### config.mk
export PLATFORM = sky130hd
export DESIGN_NAME = bm_grad_collector
export DESIGN_NICKNAME = d
export VERILOG_FILES = /design/src/rtl/bm_pkg.sv /design/src/rtl/bm_grad_capture.sv /design/src/rtl/bm_grad_collector.sv
export SDC_FILE = /design/constraint.sdc
export NUM_CORES = 1
export LEC_CHECK = 0
export ABC_AREA = 0
export CORE_AREA = 10 10 335 240
export DETAILED_ROUTE_END_ITERATION = 10
export DIE_AREA = 0 0 345 250
export HOLD_SLACK_MARGIN = 0.06
export PLACE_DENSITY = 0.4
export SLEW_MARGIN = 20
export SYNTH_ARGS = -nofsm -noshare
export SYNTH_HDL_FRONTEND = slang
export SYNTH_SLANG_ARGS = --single-unit
### constraint.sdc
create_clock -name clk -period 2.9 [get_ports clk]
set_clock_uncertainty 0.2 [all_clocks]
set_input_delay 0.29 -clock clk [delete_from_list [all_inputs] [get_ports clk]]
set_output_delay 0.29 -clock clk [all_outputs]
set_load 0.05 [all_outputs]
### src/rtl/bm_pkg.sv
// Shared types and sizing helpers for the batch-norm gradient collector.
package bm_pkg;

  // Collector phases: gather both input streams, then drain them downstream.
  typedef enum logic {
    COLLECT = 1'b0,
    SEND    = 1'b1
  } state_t;

  // clog2 that never returns 0, so a pointer is always at least one bit wide.
  function automatic int clog2_min1(input int value);
    return (value < 2) ? 1 : $clog2(value);
  endfunction

  // Widths for the default configuration (hidden_num = 16). Modules derive
  // their own widths from their actual hidden_num with clog2_min1.
  localparam int HIDDEN_NUM_DEFAULT = 16;
  localparam int PTR_W              = clog2_min1(HIDDEN_NUM_DEFAULT);
  localparam int OUT_CNT_W          = clog2_min1(2 * HIDDEN_NUM_DEFAULT);

endpackage

### src/rtl/bm_grad_capture.sv
// One input stream's frame buffer: storage, write pointer, done flag and
// length/overflow event detection. Read port is combinational so a word
// written on the final input cycle is visible on the very next cycle.
module bm_grad_capture
  import bm_pkg::*;
#(
  parameter int bitwidth   = 16,
  parameter int hidden_num = 16,
  localparam int ptr_w     = clog2_min1(hidden_num)
) (
  input  logic                clk,
  input  logic                rstn,
  input  logic                clr,
  input  logic                collect,
  input  logic [bitwidth-1:0] in_data,
  input  logic                in_valid,
  input  logic                in_last,
  input  logic [ptr_w-1:0]    rd_idx,
  output logic [bitwidth-1:0] rd_data,
  output logic                done_next,
  output logic                len_evt,
  output logic                ovf_evt
);

  logic [bitwidth-1:0]   mem [hidden_num];
  logic [hidden_num-1:0] vld_reg;
  logic [ptr_w-1:0]      ptr_reg;
  logic                  done_reg;
  logic                  accept;
  logic                  at_end;

  assign accept    = in_valid && collect && !done_reg;
  assign at_end    = (ptr_reg == ptr_w'(hidden_num - 1));
  // Frame closes on an explicit last or when the buffer fills without one.
  assign done_next = !clr && (done_reg || (accept && (in_last || at_end)));
  // Length error: last too early, or buffer full with no last.
  assign len_evt   = accept && (in_last ? !at_end : at_end);
  // Any word that is not accepted is lost (frame closed or draining).
  assign ovf_evt   = in_valid && !accept;
  // Entries never written in this frame read back as zero.
  assign rd_data   = vld_reg[rd_idx] ? mem[rd_idx] : '0;

  // Pointer and done flag: advance per accepted word, cleared after a drain.
  always_ff @(posedge clk or negedge rstn) begin
    if (!rstn) begin
      ptr_reg  <= '0;
      done_reg <= 1'b0;
    end else if (clr) begin
      ptr_reg  <= '0;
      done_reg <= 1'b0;
    end else if (accept) begin
      done_reg <= done_next;
      if (!(in_last || at_end)) begin
        ptr_reg <= ptr_reg + ptr_w'(1);
      end
    end
  end

  // Per-entry valid bits: set on write, wiped together when the frame drains.
  for (genvar gi = 0; gi < hidden_num; gi++) begin : g_vld
    always_ff @(posedge clk or negedge rstn) begin
      if (!rstn) begin
        vld_reg[gi] <= 1'b0;
      end else if (clr) begin
        vld_reg[gi] <= 1'b0;
      end else if (accept && (ptr_reg == ptr_w'(gi))) begin
        vld_reg[gi] <= 1'b1;
      end
    end
  end

  // Data storage: no reset needed, the valid bits qualify every read.
  always_ff @(posedge clk) begin
    if (accept) begin
      mem[ptr_reg] <= in_data;
    end
  end

endmodule

### src/rtl/bm_grad_collector.sv
// Collects one gradg frame and one gradb frame, then emits them back to back
// as a single AXI-Stream frame (gradg first) with tready backpressure.
module bm_grad_collector
  import bm_pkg::*;
#(
  parameter int bitwidth   = 16,
  parameter int hidden_num = 16
) (
  input  logic                clk,
  input  logic                rstn,
  input  logic [bitwidth-1:0] gradg_in,
  input  logic                gradg_in_valid,
  input  logic                gradg_in_last,
  input  logic [bitwidth-1:0] gradb_in,
  input  logic                gradb_in_valid,
  input  logic                gradb_in_last,
  output logic [bitwidth-1:0] m_axis_tdata,
  output logic                m_axis_tvalid,
  input  logic                m_axis_tready,
  output logic                m_axis_tlast,
  output logic                busy,
  output logic                err_overflow,
  output logic                err_len,
  input  logic                err_clr
);

  localparam int ptr_w = clog2_min1(hidden_num);
  localparam int cnt_w = clog2_min1(2 * hidden_num);

  state_t              state_reg, state_next;
  logic [cnt_w-1:0]    rd_ptr_reg, rd_ptr_next;
  logic                err_overflow_reg, err_len_reg;
  logic                collect, frame_end, at_last, rd_sel_b;
  logic [ptr_w-1:0]    rd_idx;
  logic [bitwidth-1:0] g_rd, b_rd;
  logic                g_done_next, b_done_next;
  logic                g_len_evt, b_len_evt, g_ovf_evt, b_ovf_evt;

  assign collect   = (state_reg == COLLECT);
  assign at_last   = (rd_ptr_reg == cnt_w'(2 * hidden_num - 1));
  assign frame_end = (state_reg == SEND) && m_axis_tready && at_last;
  // Upper half of the output index addresses the gradb buffer.
  assign rd_sel_b  = (rd_ptr_reg >= cnt_w'(hidden_num));
  assign rd_idx    = ptr_w'(rd_sel_b ? (rd_ptr_reg - cnt_w'(hidden_num)) : rd_ptr_reg);

  bm_grad_capture #(.bitwidth(bitwidth), .hidden_num(hidden_num)) u_cap_g (
    .clk       (clk),
    .rstn      (rstn),
    .clr       (frame_end),
    .collect   (collect),
    .in_data   (gradg_in),
    .in_valid  (gradg_in_valid),
    .in_last   (gradg_in_last),
    .rd_idx    (rd_idx),
    .rd_data   (g_rd),
    .done_next (g_done_next),
    .len_evt   (g_len_evt),
    .ovf_evt   (g_ovf_evt)
  );

  bm_grad_capture #(.bitwidth(bitwidth), .hidden_num(hidden_num)) u_cap_b (
    .clk       (clk),
    .rstn      (rstn),
    .clr       (frame_end),
    .collect   (collect),
    .in_data   (gradb_in),
    .in_valid  (gradb_in_valid),
    .in_last   (gradb_in_last),
    .rd_idx    (rd_idx),
    .rd_data   (b_rd),
    .done_next (b_done_next),
    .len_evt   (b_len_evt),
    .ovf_evt   (b_ovf_evt)
  );

  // FSM state and output index register.
  always_ff @(posedge clk or negedge rstn) begin
    if (!rstn) begin
      state_reg  <= COLLECT;
      rd_ptr_reg <= '0;
    end else begin
      state_reg  <= state_next;
      rd_ptr_reg <= rd_ptr_next;
    end
  end

  // Next state and stream outputs; outputs are pure functions of registers
  // so they stay stable while the consumer stalls.
  always_comb begin
    state_next    = state_reg;
    rd_ptr_next   = rd_ptr_reg;
    m_axis_tvalid = 1'b0;
    m_axis_tlast  = 1'b0;
    m_axis_tdata  = '0;
    busy          = 1'b0;
    case (state_reg)
      COLLECT: begin
        // Enter SEND as the last outstanding input word is written.
        if (g_done_next && b_done_next) begin
          state_next  = SEND;
          rd_ptr_next = '0;
        end
      end
      SEND: begin
        busy          = 1'b1;
        m_axis_tvalid = 1'b1;
        m_axis_tlast  = at_last;
        m_axis_tdata  = rd_sel_b ? b_rd : g_rd;
        if (m_axis_tready) begin
          if (at_last) begin
            state_next  = COLLECT;
            rd_ptr_next = '0;
          end else begin
            rd_ptr_next = rd_ptr_reg + cnt_w'(1);
          end
        end
      end
    endcase
  end

  // Sticky error flags; a new event in the clearing cycle keeps the flag set.
  always_ff @(posedge clk or negedge rstn) begin
    if (!rstn) begin
      err_overflow_reg <= 1'b0;
      err_len_reg      <= 1'b0;
    end else begin
      err_overflow_reg <= (err_overflow_reg && !err_clr) || g_ovf_evt || b_ovf_evt;
      err_len_reg      <= (err_len_reg && !err_clr) || g_len_evt || b_len_evt;
    end
  end

  assign err_overflow = err_overflow_reg;
  assign err_len      = err_len_reg;

endmodule

Word level (Yosys, flattened, before mapping)
Memory sizes are Yosys's and may differ from the RTL's.
Index checks and enable logic that the tools add are counted.
{"block": "op_classes", "bitwise_logic": 1, "n_reduce_logical": 104, "add_sub_neg": 4, "magnitude_cmp": 2, "n_mux": 99, "eq_ne": 35}
{"op": "1-bit two-way mux", "count": 81}
{"op": "2-bit nonzero test", "count": 34}
{"op": "4-bit == test (second input constant)", "count": 16}
{"op": "16-bit two-way mux", "count": 4}
{"op": "1-bit logical AND", "count": 49}
{"op": "4-bit by 3-bit == test with 1-bit output (second input constant)", "count": 8}
{"op": "4-bit two-way mux", "count": 7}
{"op": "4-bit by 2-bit == test with 1-bit output (second input constant)", "count": 4}
{"op": "5-bit two-way mux", "count": 3}
{"op": "5-bit one-hot mux with 2 select lines", "count": 1}
{"op": "4-bit by 1-bit adder with 4-bit output (second input constant)", "count": 2}
{"op": "1-bit binary-select mux with 4-bit select", "count": 2}
{"op": "4-bit by 1-bit == test with 1-bit output (second input constant)", "count": 2}
{"op": "1-bit zero test", "count": 8}
{"op": "4-bit zero test", "count": 2}
{"op": "1-bit logical OR", "count": 8}
{"op": "2-bit AND reduction", "count": 3}
{"op": "5-bit by 1-bit adder with 5-bit output (second input constant)", "count": 1}
{"op": "5-bit == test (second input constant)", "count": 1}
{"op": "5-bit >= comparator (second input constant)", "count": 1}
{"op": "4-bit by 5-bit less-than comparator with 1-bit output (second input constant)", "count": 1}
{"op": "2-bit by 1-bit inequality test with 1-bit output (second input constant)", "count": 2}
{"op": "2-bit inequality test (second input constant)", "count": 2}
{"op": "4-bit by 1-bit subtractor with 4-bit output (second input constant)", "count": 1}
{"op": "other kinds (2)", "count": 2}
{"block": "word_totals", "register_bits": 50, "out_inout_bits": 21, "ramBits": 512, "mem_count": 2, "elab_cells": 287, "in_bits": 40}
{"name": "u_cap_b.mem", "words": 16, "width": 16, "read_ports": 1, "rd_clocked_by_memory_dff": 0, "wr": 1, "line": "bm_grad_capture.sv:25", "rtl": "logic [bitwidth-1:0] mem [hidden_num];"}
{"name": "u_cap_g.mem", "words": 16, "width": 16, "read_ports": 1, "rd_clocked_by_memory_dff": 0, "wr": 1, "line": "bm_grad_capture.sv:25"}

Depth between registers and ports, before layout
Gate-level depths: netlist (run 1).
{"block": "logic_depth", "depth_word": 9, "ltp_mapped": 9, "depth_no_buf": 8}

Hierarchy
A second synthesis (run 1) with hierarchy kept.
{"block": "unflattened", "cells_unflattened": 1082, "hier_area_um2": 22155.0}
{"module": "bm_grad_capture at u_cap_b", "area_each_um2": 10754.1, "instances": 1, "seq_area_each_um2": 8212.9, "cells_each": 506}
{"module": "bm_grad_capture at u_cap_g", "area_each_um2": 10747.8, "instances": 1, "seq_area_each_um2": 8212.9, "cells_each": 504}
{"module": "bm_grad_collector", "area_each_um2": 653.1, "instances": 1, "seq_area_each_um2": 200.2, "cells_each": 72}

Worst setup path after synthesis (run 1)
No wires, ideal clock.
{"block": "synth_path", "path_type": "register -> output", "start": "reg state_reg", "end": "out m_axis_tdata[10]", "n_path_buf": 2, "arrival_ns": 2.172, "path_stages_with_launch": 8, "path_slack_ns": 0.238, "t_required_ns": 2.410, "path_cell_list": "dfrtp_1 clkbuf_1 nand2_1 a211oi_1 nand3_1 nand2_1 buf_2 a22o_1"}
{"block": "synth_between", "elab_chain_len": 1}
{"item": "start, declared", "line": "bm_grad_collector.sv:30", "rtl": "state_t state_reg, state_next;"}
{"item": "start signal, assigned", "line": "bm_grad_collector.sv:82", "rtl": "state_reg <= state_next;"}
{"item": "16-bit two-way mux", "line": "bm_grad_collector.sv:96", "rtl": "case (state_reg)"}
{"item": "end, declared", "line": "bm_grad_collector.sv:17", "rtl": "output logic [bitwidth-1:0] m_axis_tdata,"}
Every way passes these cells.

Final worst setup path (run 1)
{"block": "layout_path", "start": "reg rd_ptr_reg[0]", "end": "out m_axis_tdata[13]"}
{"block": "layout_between", "elab_chain_len": 7, "word_cells_on_any_way": 13, "cone_classes": "add/sub: 1; order compare: 1; mux: 9; memory: 2"}
{"item": "start, declared", "line": "bm_grad_collector.sv:31", "rtl": "logic [cnt_w-1:0] rd_ptr_reg, rd_ptr_next;"}
{"item": "start signal, assigned", "line": "bm_grad_collector.sv:83", "rtl": "rd_ptr_reg <= rd_ptr_next;"}
{"item": "4-bit by 1-bit subtractor with 4-bit output or 5-bit >= comparator (tied branches)", "line": "bm_grad_collector.sv:44, bm_grad_collector.sv:43"}
{"item": "4-bit two-way mux", "line": "bm_grad_collector.sv:44", "rtl": "assign rd_idx = ptr_w'(rd_sel_b ? (rd_ptr_reg - cnt_w'(hidden_num)) : rd_ptr_reg);"}
{"item": "1-bit binary-select mux with 4-bit select", "line": "bm_grad_capture.sv:41", "rtl": "assign rd_data = vld_reg[rd_idx] ? mem[rd_idx] : '0;"}
{"item": "1-bit two-way mux (implied by the code)", "line": "bm_grad_capture.sv:41"}
{"item": "16-bit two-way mux", "line": "bm_grad_capture.sv:41"}
{"item": "16-bit two-way mux (*)", "line": "bm_grad_collector.sv:108", "rtl": "m_axis_tdata = rd_sel_b ? b_rd : g_rd;"}
{"item": "16-bit two-way mux (*)", "line": "bm_grad_collector.sv:96"}
Mark *: on every way between the ends. The rest lies on a longest branch, timed or not. The select of a mux whose other input is x is not followed.

==> results of run 1 <==
cell usage in the layout, fill, tap and decap left out, types with 10 or more instances in the layout:
cell | synthesis | final
edfxtp_1 | 512 | 512
mux4_2 | 128 | 128
nor2_1 | 78 | 77
buf_12 | 0 | 69
clkbuf_16 | 0 | 59
dfrtp_1 | 50 | 47
a22oi_2 | 0 | 43
clkdlybuf4s50_1 | 0 | 42
buf_4 | 9 | 41
and2_1 | 34 | 33
a22oi_1 | 69 | 26
nand2_1 | 45 | 25
mux2i_1 | 18 | 18
nand2_2 | 1 | 17
inv_1 | 15 | 15
a22o_4 | 0 | 15
clkinv_2 | 0 | 14
ha_1 | 13 | 12
bufinv_16 | 0 | 11
nand3_1 | 10 | 10
clkinv_1 | 0 | 10
routing by layer:
metal	wire length (um)	vias to the layer above	share of wire, %
met5	0	-	0
met4	961	0	1.6
met3	3418	64	5.6
met2	25020	257	41
met1	32100	6030	52
li1	-	4812	-
cell families after synthesis:
family / synth area share (%)
fa+ha+maj: 0.7406
simple gates: 3.868
buf+inv: 1.738
flops: 75.70
compound gates: 3.806
mux: 13.95
xor+xnor: 0.1994
timing repair:
item,in CTS,in global routing
pin swaps,26,31
endpoints found under the hold margin,51,0
resized for setup,85,46
cloned,4,3
setup endpoints to repair,17,17
hold buffers,4,0
setup buffers,14,2
how the worst max path moves through the flow:
stage | from | slack [ns] | endpoint
after floorplan | state_reg$_DFF_PN0_ | 0.24 | m_axis_tdata[10]
after global placement | rd_ptr_reg[0]$_DFFE_PN0P_ | 0.04 | m_axis_tdata[13]
after detailed placement | rd_ptr_reg[0]$_DFFE_PN0P_ | -0.004 | m_axis_tdata[13]
after CTS | rd_ptr_reg[0]$_DFFE_PN0P_ | -0.54 | m_axis_tdata[6]
after global routing | rd_ptr_reg[0]$_DFFE_PN0P_ | -0.57 | m_axis_tdata[13]
final | rd_ptr_reg[0]$_DFFE_PN0P_ | -0.49 | m_axis_tdata[13]
stage by stage:
step | power [mW] | util, % | std cells
after global routing | 28.14 | 37.49 | 2305
after detailed placement | 17.75 | 33.60 | 2175
final | 26.94 | 37.50 | 2306
after floorplan | 14.21 | - | 1096
after global placement | 17.78 | 33.60 | 2175
after CTS | 26.80 | 37.13 | 2301
cell type report:
cell class | instances | share of cell area (%)
Inverter | 15 | 0.2024
Clock buffer | 61 | 5.140
Clock inverter | 43 | 1.934
Tap cell | 989 | 4.447
Timing Repair Buffer | 176 | 9.021
Sequential cell | 562 | 59.79
Multi-Input combinational cell | 459 | 19.46
Antenna cell | 1 | 0.008994
worst min-delay path, delay by kind of cell:
kind | cells | cell delay (ns)
compound gates | 2 | 0.19
buf+inv | 1 | 0.50
where the power goes:
group	leakage (nW)	total (mW)	switching (mW)	internal, mW
clock network	0.967	7.79	3.22	4.56
logic	3.05	9.78	5.10	4.68
registers	5.26	9.37	0.245	9.12
==> flow_summary.toml, run 1 <==
[floorplanning]
fp.dieH_um = 250
start_util_pct = 29.60
die_area_um2 = 86250
num_rows = 84
io_pins = 61
die_w_um = 345
core_um2 = 74200

[layout]
final_area_um2 = 27820
fillers = 6810
final_nets = 1322
largest_registers = "u_cap_b.mem (256), u_cap_g.mem (256)"
regArea_um2 = 16630
syn2layout_area_growth_pct = 26.69
drive_above_1_share_pct = 33.43
multi_input_comb_area_um2 = 5415

[clock_tree]
clockRootBuffer = "clkbuf_16"
cts.sinks = 562
cts_max_path_buffers = 3
clkSlewWorstSetupHoldPaths_ns = 0.07
h-tree-depth = 2
cts_buffers = 55
cts_tree = "yes"
clock_latency_ns = 0.63

[critical_path]
cp-end-kind = "output pin"
regToRegSetupSlack_ns = 0.28
crit_arrival_ns = 2.90
cp_num_cells = 8
r2r_cells = 10
cp.required_ns = 2.41
cpMaxStageDelayCell = "mux4_2"
cp.buffers_inverters = 4
path_class = "reg2out"
critPathLaunchType = "flip-flop"
r2r_start = "rd_ptr_reg[0]$_DFFE_PN0P_"
cpLargestDelayFamily = "buffers and inverters"
timing.rr.end = "rd_ptr_reg[0]$_DFFE_PN0P_"
max_stage_delay_ns = 0.50
cp_max_fo = 6
cp_cell_sequence = "buf_12 -> buf_16 -> buf_16 -> mux4_2 -> a22oi_2 -> nand2_4 -> a22o_4 -> buf_12"

[worst_hold_path]
holdPathEnd = "err_overflow$_DFF_PN0_"
min_path_type = "in2reg"
hold_path.startpoint = "gradg_in_valid"
min_path_cells = 3

[logic_synthesis]
synth_top_flop_cell = "edfxtp_1"
synth_common_cells = "512 x edfxtp_1, 128 x mux4_2, 78 x nor2_1, 69 x a22oi_1, 50 x dfrtp_1"
ys_seq_elements = 562
synth_area_um2 = 21960
yosysMostFrequentCell = "edfxtp_1"
yosysWarnings = 0
synth-edff-count = 512
syn_area_per_cell_um2 = 20.04
yosysTopAreaCell = "edfxtp_1"
synth_fp_nets = 1149
synth_area_leaders = "edfxtp_1 70%, mux4_2 13%, dfrtp_1 5.7%"
seq_area_frac_synth_pct = 75.70
synth.top_cell.area_share_pct = 70.01
async_flop_share_pct = 8.897
yosysUniqueCellTypes = 39
synthesis.instances = 1096

[power_and_ir_drop]
power_leakage_nw = 9.273
peakVddDrop_v = 0.0008540
p_per_area_nw_per_um2 = 968.1

[global_route]
track_usage_pct = 14.03
use_met2_pct = 18.85
grt_antenna_before_repair = 3
grt_pass1_vias = 11720
grt_use_met1_pct = 22.62
grt_max_degree = 43
grtUsageMet3_pct = 2.638
grt_pass1_wl_um = 88210
grt.busiest_layer = "met1"
grt-ovfl-total = 0

[timing]
worstMarginPinSlew_ns = 0.6929
hold_slack_ns = 0.1973
rsz0062_at_grt = "true"
fin_crit_sh_pct = 116.8
fin_ws_ns = -0.4884
fmax_mhz = 295.1
relSlewSlack_pct = 53.66
finalMaxSlewViolations = 0
finalHoldViolations = 0
finalSetupViolations = 17
fin_setup_tns_ns = -6.867
fin_crit_ns = 3.388

[drt]
drc_errors = 0
antenna_left = 0
drtIter0Drc = 985
drt-pass1-iter-count = 5
drt-total-wl_um = 61490
wl_per_cell_um = 26.67
avgViaCountPerCell = 4.841
vias = 11160

[status]
violations = "setup timing"
outcome = "complete, but fails checks"

[place]
gp_congestion = 0.7075
dp_hpwl_um = 35930
detailedPlace.worstSlack_ns = -0.004399
place_area_um2 = 24940
numPortBuffers = 60

[run]
max-cap-violations = 0
Power figures use the tool's default switching activity.
==> run 2: changes to the inputs <==
- CORE_AREA: 10 10 335 240 -> 10 10 238 172
- DIE_AREA: 0 0 345 250 -> 0 0 248 182
- PLACE_DENSITY: 0.4 -> 0.74
==> run 2 against run 1 <==
- the flow still finishes with violations (setup timing)
- clock power shrank 16%
- combinational power shrank 15%
- count of clock-buffer cells in the layout grew 9
- critical path type unchanged
==> flow_summary.toml, run 2 (synthesized netlist as in run 1, its figures left out) <==
[timing]
finalMaxSlewViolations = 0
hold_slack_ns = 0.1196
fin_setup_tns_ns = -4.884
fin_crit_sh_pct = 111.9
fmax_mhz = 308.3
worstMarginPinSlew_ns = 0.6627
fin_crit_ns = 3.244
finalHoldViolations = 0
relSlewSlack_pct = 55.68
fin_ws_ns = -0.3437
rsz0062_at_grt = "true"
finalSetupViolations = 16

[critical_path]
cp_cell_sequence = "buf_16 -> buf_16 -> mux4_2 -> a22oi_1 -> nand2_1 -> a22o_2 -> buf_12"
cp.buffers_inverters = 3
crit_arrival_ns = 2.75
cpLargestDelayFamily = "buffers and inverters"
cp_max_fo = 13
cp-end-kind = "output pin"
max_stage_delay_ns = 0.50
startpoint = "rd_ptr_reg[0]$_DFFE_PN0P_"
path_class = "reg2out"
r2r_start = "rd_ptr_reg[0]$_DFFE_PN0P_"
cp.required_ns = 2.41
cpMaxStageDelayCell = "mux4_2"
critPathMostFrequentCell = "buf_16"
critPathLaunchType = "flip-flop"

[drt]
antenna_left = 0
drc_errors = 0
drt-pass1-iter-count = 5
avgViaCountPerCell = 6.478
vias = 11470
drtIter0Drc = 1492
wl_per_cell_um = 28.90
drt-total-wl_um = 51190

[global_route]
grt_pass1_vias = 11730
grtUsageMet3_pct = 4.912
grt_use_met1_pct = 34.53
track_usage_pct = 22.95
grt_antenna_before_repair = 0
grt.busiest_layer = "met1"
grt-ovfl-total = 0
use_met2_pct = 33.33
grt_pass1_wl_um = 75980
grt_max_degree = 47

[layout]
drive_above_1_share_pct = 27.28
layout_common_cells = "512 x edfxtp_1, 128 x mux4_2, 77 x nor2_1, 58 x buf_12, 53 x clkbuf_16"
syn2layout_area_growth_pct = 19.37
diodes = 0
final_nets = 1295
final_common_cell = "edfxtp_1"
fillers = 2108
largest_registers = "u_cap_b.mem (256), u_cap_g.mem (256)"

[run]
max-cap-violations = 0

[floorplanning]
start_util_pct = 60.10
die_w_um = 248
num_rows = 59
core_um2 = 36540
io_pins = 61
fp.dieH_um = 182
die_area_um2 = 45140

[clock_tree]
h-tree-depth = 2
cts_buffers = 51
clock_latency_ns = 0.58
clockRootBuffer = "clkbuf_16"
cts.sinks = 562
clkSlewWorstSetupHoldPaths_ns = 0.06
cts_max_path_buffers = 3
cts_tree = "yes"

[place]
detailedPlace.worstSlack_ns = 0.1589
gp_congestion = 0.7874
numPortBuffers = 60
dp_hpwl_um = 28900

[power_and_ir_drop]
power_leakage_nw = 8.827
p_per_area_nw_per_um2 = 927.7
power.total_mw = 24.32
peakVddDrop_v = 0.0004840

[status]
outcome = "complete, but fails checks"
violations = "setup timing"

[worst_hold_path]
hold_path.startpoint = "err_clr"
min_path_type = "in2reg"
==> run 2: changes by cell type in the layout (fill, tap and decap cells not counted), sizes merged <==
cell	delta
bufbuf	+1
inv	-2
diode	-1
buf	-22
bufinv	-6
clkbuf	+7
clkinv	-11
==> run 2: stage by stage <==
step	utilization, %	area, um2	instances
floorplan	-	21960	1096
global placement	65.92	24090	1653
detailed placement	65.92	24090	1653
CTS	71.19	26020	1762
global route	71.74	26220	1771
finish	71.74	26220	1771
==> run 2: cell type report <==
type | count | area (um2) | area share, %
sequential | 562 | 16630 | 63.45
tap | 488 | 610.6 | 2.329
multi-input combinational | 459 | 5169 | 19.72
clock inverter | 24 | 251.5 | 0.9593
clock buffer | 70 | 1369 | 5.221
timing repair buffer | 153 | 2126 | 8.109
inverter | 15 | 56.30 | 0.2148
==> run 2: worst register-to-register path: cells and delay by family (launching register included) <==
| kind | cells | cell delay, ns |
|---|---|---|
| flops | 1 | 0.52 |
| simple gates | 2 | 0.22 |
| compound gates | 4 | 0.84 |
| fa+ha+maj | 2 | 0.44 |
| buf+inv | 1 | 0.31 |
==> run 2: where the power goes <==
| group | internal, mW | switching [mW] | total (mW) |
|---|---|---|---|
| clock | 3.75 | 2.82 | 6.57 |
| sequential | 9.13 | 0.275 | 9.40 |
| combinational | 4.00 | 4.35 | 8.35 |
==> run 2: worst paths after layout <==
| path | end | slack, ns | depth (start not counted) |
|---|---|---|---|
| worst max-delay path | m_axis_tdata[0] | -0.34 | 7 |
| worst min-delay path | err_overflow$_DFF_PN0_ | 0.12 | 2 |
| worst max register to register | rd_ptr_reg[0]$_DFFE_PN0P_ | 0.24 | 9 |
| worst min register to register | u_cap_g.vld_reg[13]$_DFFE_PN0P_ | 0.30 | 2 |
| max in group asynchronous | u_cap_b.done_reg$_DFFE_PN0P_ | 0.86 | 4 |
| min in group asynchronous | rd_ptr_reg[2]$_DFFE_PN0P_ | 0.59 | 4 |
==> run 2: what timing repair did <==
action	CTS	global route
endpoints found under the setup margin	16	16
hold buffers	3	0
resized for setup	28	25
gates cloned	1	1
hold endpoints to repair	50	0
pin swaps	1	7
buffers inserted	11	8
==> run 2: layer usage <==
metal | wire [um] | share of wire (%)
met5 | 0 | 0
met3 | 5172 | 10
met1 | 20880 | 41
met2 | 23860 | 47
met4 | 1271 | 2.5
==> run 3: changes to the inputs <==
- CORE_AREA: 10 10 238 172 -> 2 2 230 164
- DIE_AREA: 0 0 248 182 -> 0 0 232 166
- SKIP_CTS_REPAIR_TIMING: unset -> 1
==> run 3 against run 2 <==
- the flow still finishes with violations (setup timing)
- final cell count up 0.23%
- core utilization grew 0.41 points
- via count grew 1.9%
- largest power group unchanged
- count of clock-buffer cells in the layout shrank 8
- register-to-register slack got worse by 0.06 ns
- critical path type unchanged
- sequential share of layout area down 0.36 points
- worst setup slack got worse by 0.020 ns
- routed wire length rose by 3.0%
==> flow_summary.toml, run 3 (synthesized netlist as in run 1, its figures left out) <==
[layout]
drive_above_1_share_pct = 29.08
final_common_cell = "edfxtp_1"
layout_common_cells = "512 x edfxtp_1, 128 x mux4_2, 77 x nor2_1, 60 x clkbuf_16, 49 x buf_12"
regArea_um2 = 16640
final_nets = 1296
final_area_um2 = 26370
syn2layout_area_growth_pct = 20.06
multi_input_comb_area_um2 = 5226
largest_registers = "u_cap_b.mem (256), u_cap_g.mem (256)"
fillers = 2128
final_cells = 1775

[timing]
worstMarginPinSlew_ns = 0.5924
fin_ws_ns = -0.3636
finalSetupViolations = 17
fin_crit_ns = 3.264
fmax_mhz = 306.4
hold_slack_ns = 0.06441
finalHoldViolations = 0
finalMaxSlewViolations = 0
relSlewSlack_pct = 60.38
fin_crit_sh_pct = 112.5
rsz0062_at_grt = "true"

[floorplanning]
core_um2 = 36540
die_area_um2 = 38510
fp.dieH_um = 166
start_util_pct = 60.10
num_rows = 59
io_pins = 61
die_w_um = 232

[power_and_ir_drop]
p_per_area_nw_per_um2 = 935.1
peakVddDrop_v = 0.0005306
power_leakage_nw = 8.895

[global_route]
grt_use_met1_pct = 42.39
grt_max_degree = 36
use_met2_pct = 38.39
grt_antenna_before_repair = 2
grt_pass1_wl_um = 73870
track_usage_pct = 26.55
grt_pass1_vias = 11460
grt.busiest_layer = "met1"
grtUsageMet3_pct = 5.254
grt-ovfl-total = 0

[clock_tree]
h-tree-depth = 2
cts_buffers = 51
clockRootBuffer = "clkbuf_16"
cts_tree = "yes"
clkSlewWorstSetupHoldPaths_ns = 0.06
cts_max_path_buffers = 3
clock_latency_ns = 0.57
cts.sinks = 562

[critical_path]
cp.buffers_inverters = 4
critPathLaunchType = "flip-flop"
max_stage_delay_ns = 0.54
cp-end-kind = "output pin"
crit_arrival_ns = 2.77
cp.required_ns = 2.41
cp_cell_sequence = "buf_12 -> clkbuf_16 -> clkbuf_16 -> mux4_2 -> a22oi_2 -> nand2_2 -> a22o_1 -> buf_12"
cp_max_fo = 6
cpLargestDelayFamily = "buffers and inverters"
cpMaxStageDelayCell = "dfrtp_4"
path_class = "reg2out"

[place]
numPortBuffers = 60
dpl.cell_count = 1652
gp_congestion = 0.7739
place_area_um2 = 23910
dp_hpwl_um = 28480

[worst_hold_path]
min_path_type = "in2async"

[drt]
drtIter0Drc = 1579
drt-total-wl_um = 52750
avgViaCountPerCell = 6.589
antenna_left = 0
drt-pass1-iter-count = 5
drc_errors = 0
wl_per_cell_um = 29.72
vias = 11700

[run]
max-cap-violations = 0

[status]
violations = "setup timing"
outcome = "complete, but fails checks"
==> run 3: worst paths after layout <==
kind	startpoint	to	slack [ns]	depth (start not counted)
max	rd_ptr_reg[0]$_DFFE_PN0P_	m_axis_tdata[1]	-0.36	8
min	rstn	u_cap_b.vld_reg[1]$_DFFE_PN0P_	0.06	2
max reg2reg	rd_ptr_reg[0]$_DFFE_PN0P_	rd_ptr_reg[0]$_DFFE_PN0P_	0.18	10
min reg2reg	u_cap_b.vld_reg[4]$_DFFE_PN0P_	u_cap_b.vld_reg[4]$_DFFE_PN0P_	0.30	2
max in group asynchronous	rstn	u_cap_g.ptr_reg[1]$_DFFE_PN0P_	1.78	3
min in group clk	err_clr	err_overflow$_DFF_PN0_	0.11	2
==> run 3: worst register-to-register path, cell delays in order (launching register included) <==
cell and delay [ns]:
dfrtp_4 0.54, buf_4 0.20, clkbuf_16 0.19, ha_2 0.20
and3_1 0.15, ha_1 0.19, nand2_1 0.06, a21oi_1 0.09
o31a_1 0.35, a21o_1 0.19, a32o_1 0.23
==> run 3: metrics by stage <==
| step | TNS [ns] | power [mW] | setup slack, ns | util, % |
|---|---|---|---|---|
| 2_1_floorplan | 0 | 14.21 | 0.2379 | - |
| 3_3_place_gp | 0 | 16.45 | 0.1443 | 65.42 |
| 3_5_place_dp | 0 | 16.59 | 0.1122 | 65.42 |
| 4_1_cts | -7.312 | 23.27 | -0.5153 | 69.98 |
| 5_1_grt | -6.349 | 25.49 | -0.4473 | 72.15 |
| 6_report | -5.005 | 24.66 | -0.3636 | 72.16 |
==> run 3: layer usage <==
metal | vias up | wire (um)
met5 | - | 11
met3 | 80 | 4617
met2 | 641 | 24780
met4 | 2 | 1071
li1 | 4761 | -
met1 | 6211 | 22270
==> run 3: layout make-up <==
class,instances,share of cell area [%]
diodes,1,0.009490
clock buffers,62,5.077
clock inverters,34,1.243
inverters,15,0.2135
multi-input cells,459,19.82
flip-flops and latches,562,63.09
well taps,488,2.316
repair buffers,154,8.228
==> run 3: power breakdown <==
group | internal (mW) | total, mW | switching, mW
clock | 3.83 | 6.75 | 2.92
sequential | 9.13 | 9.41 | 0.280
combinational | 4.03 | 8.50 | 4.47
total | 17.0 | 24.7 | 7.67
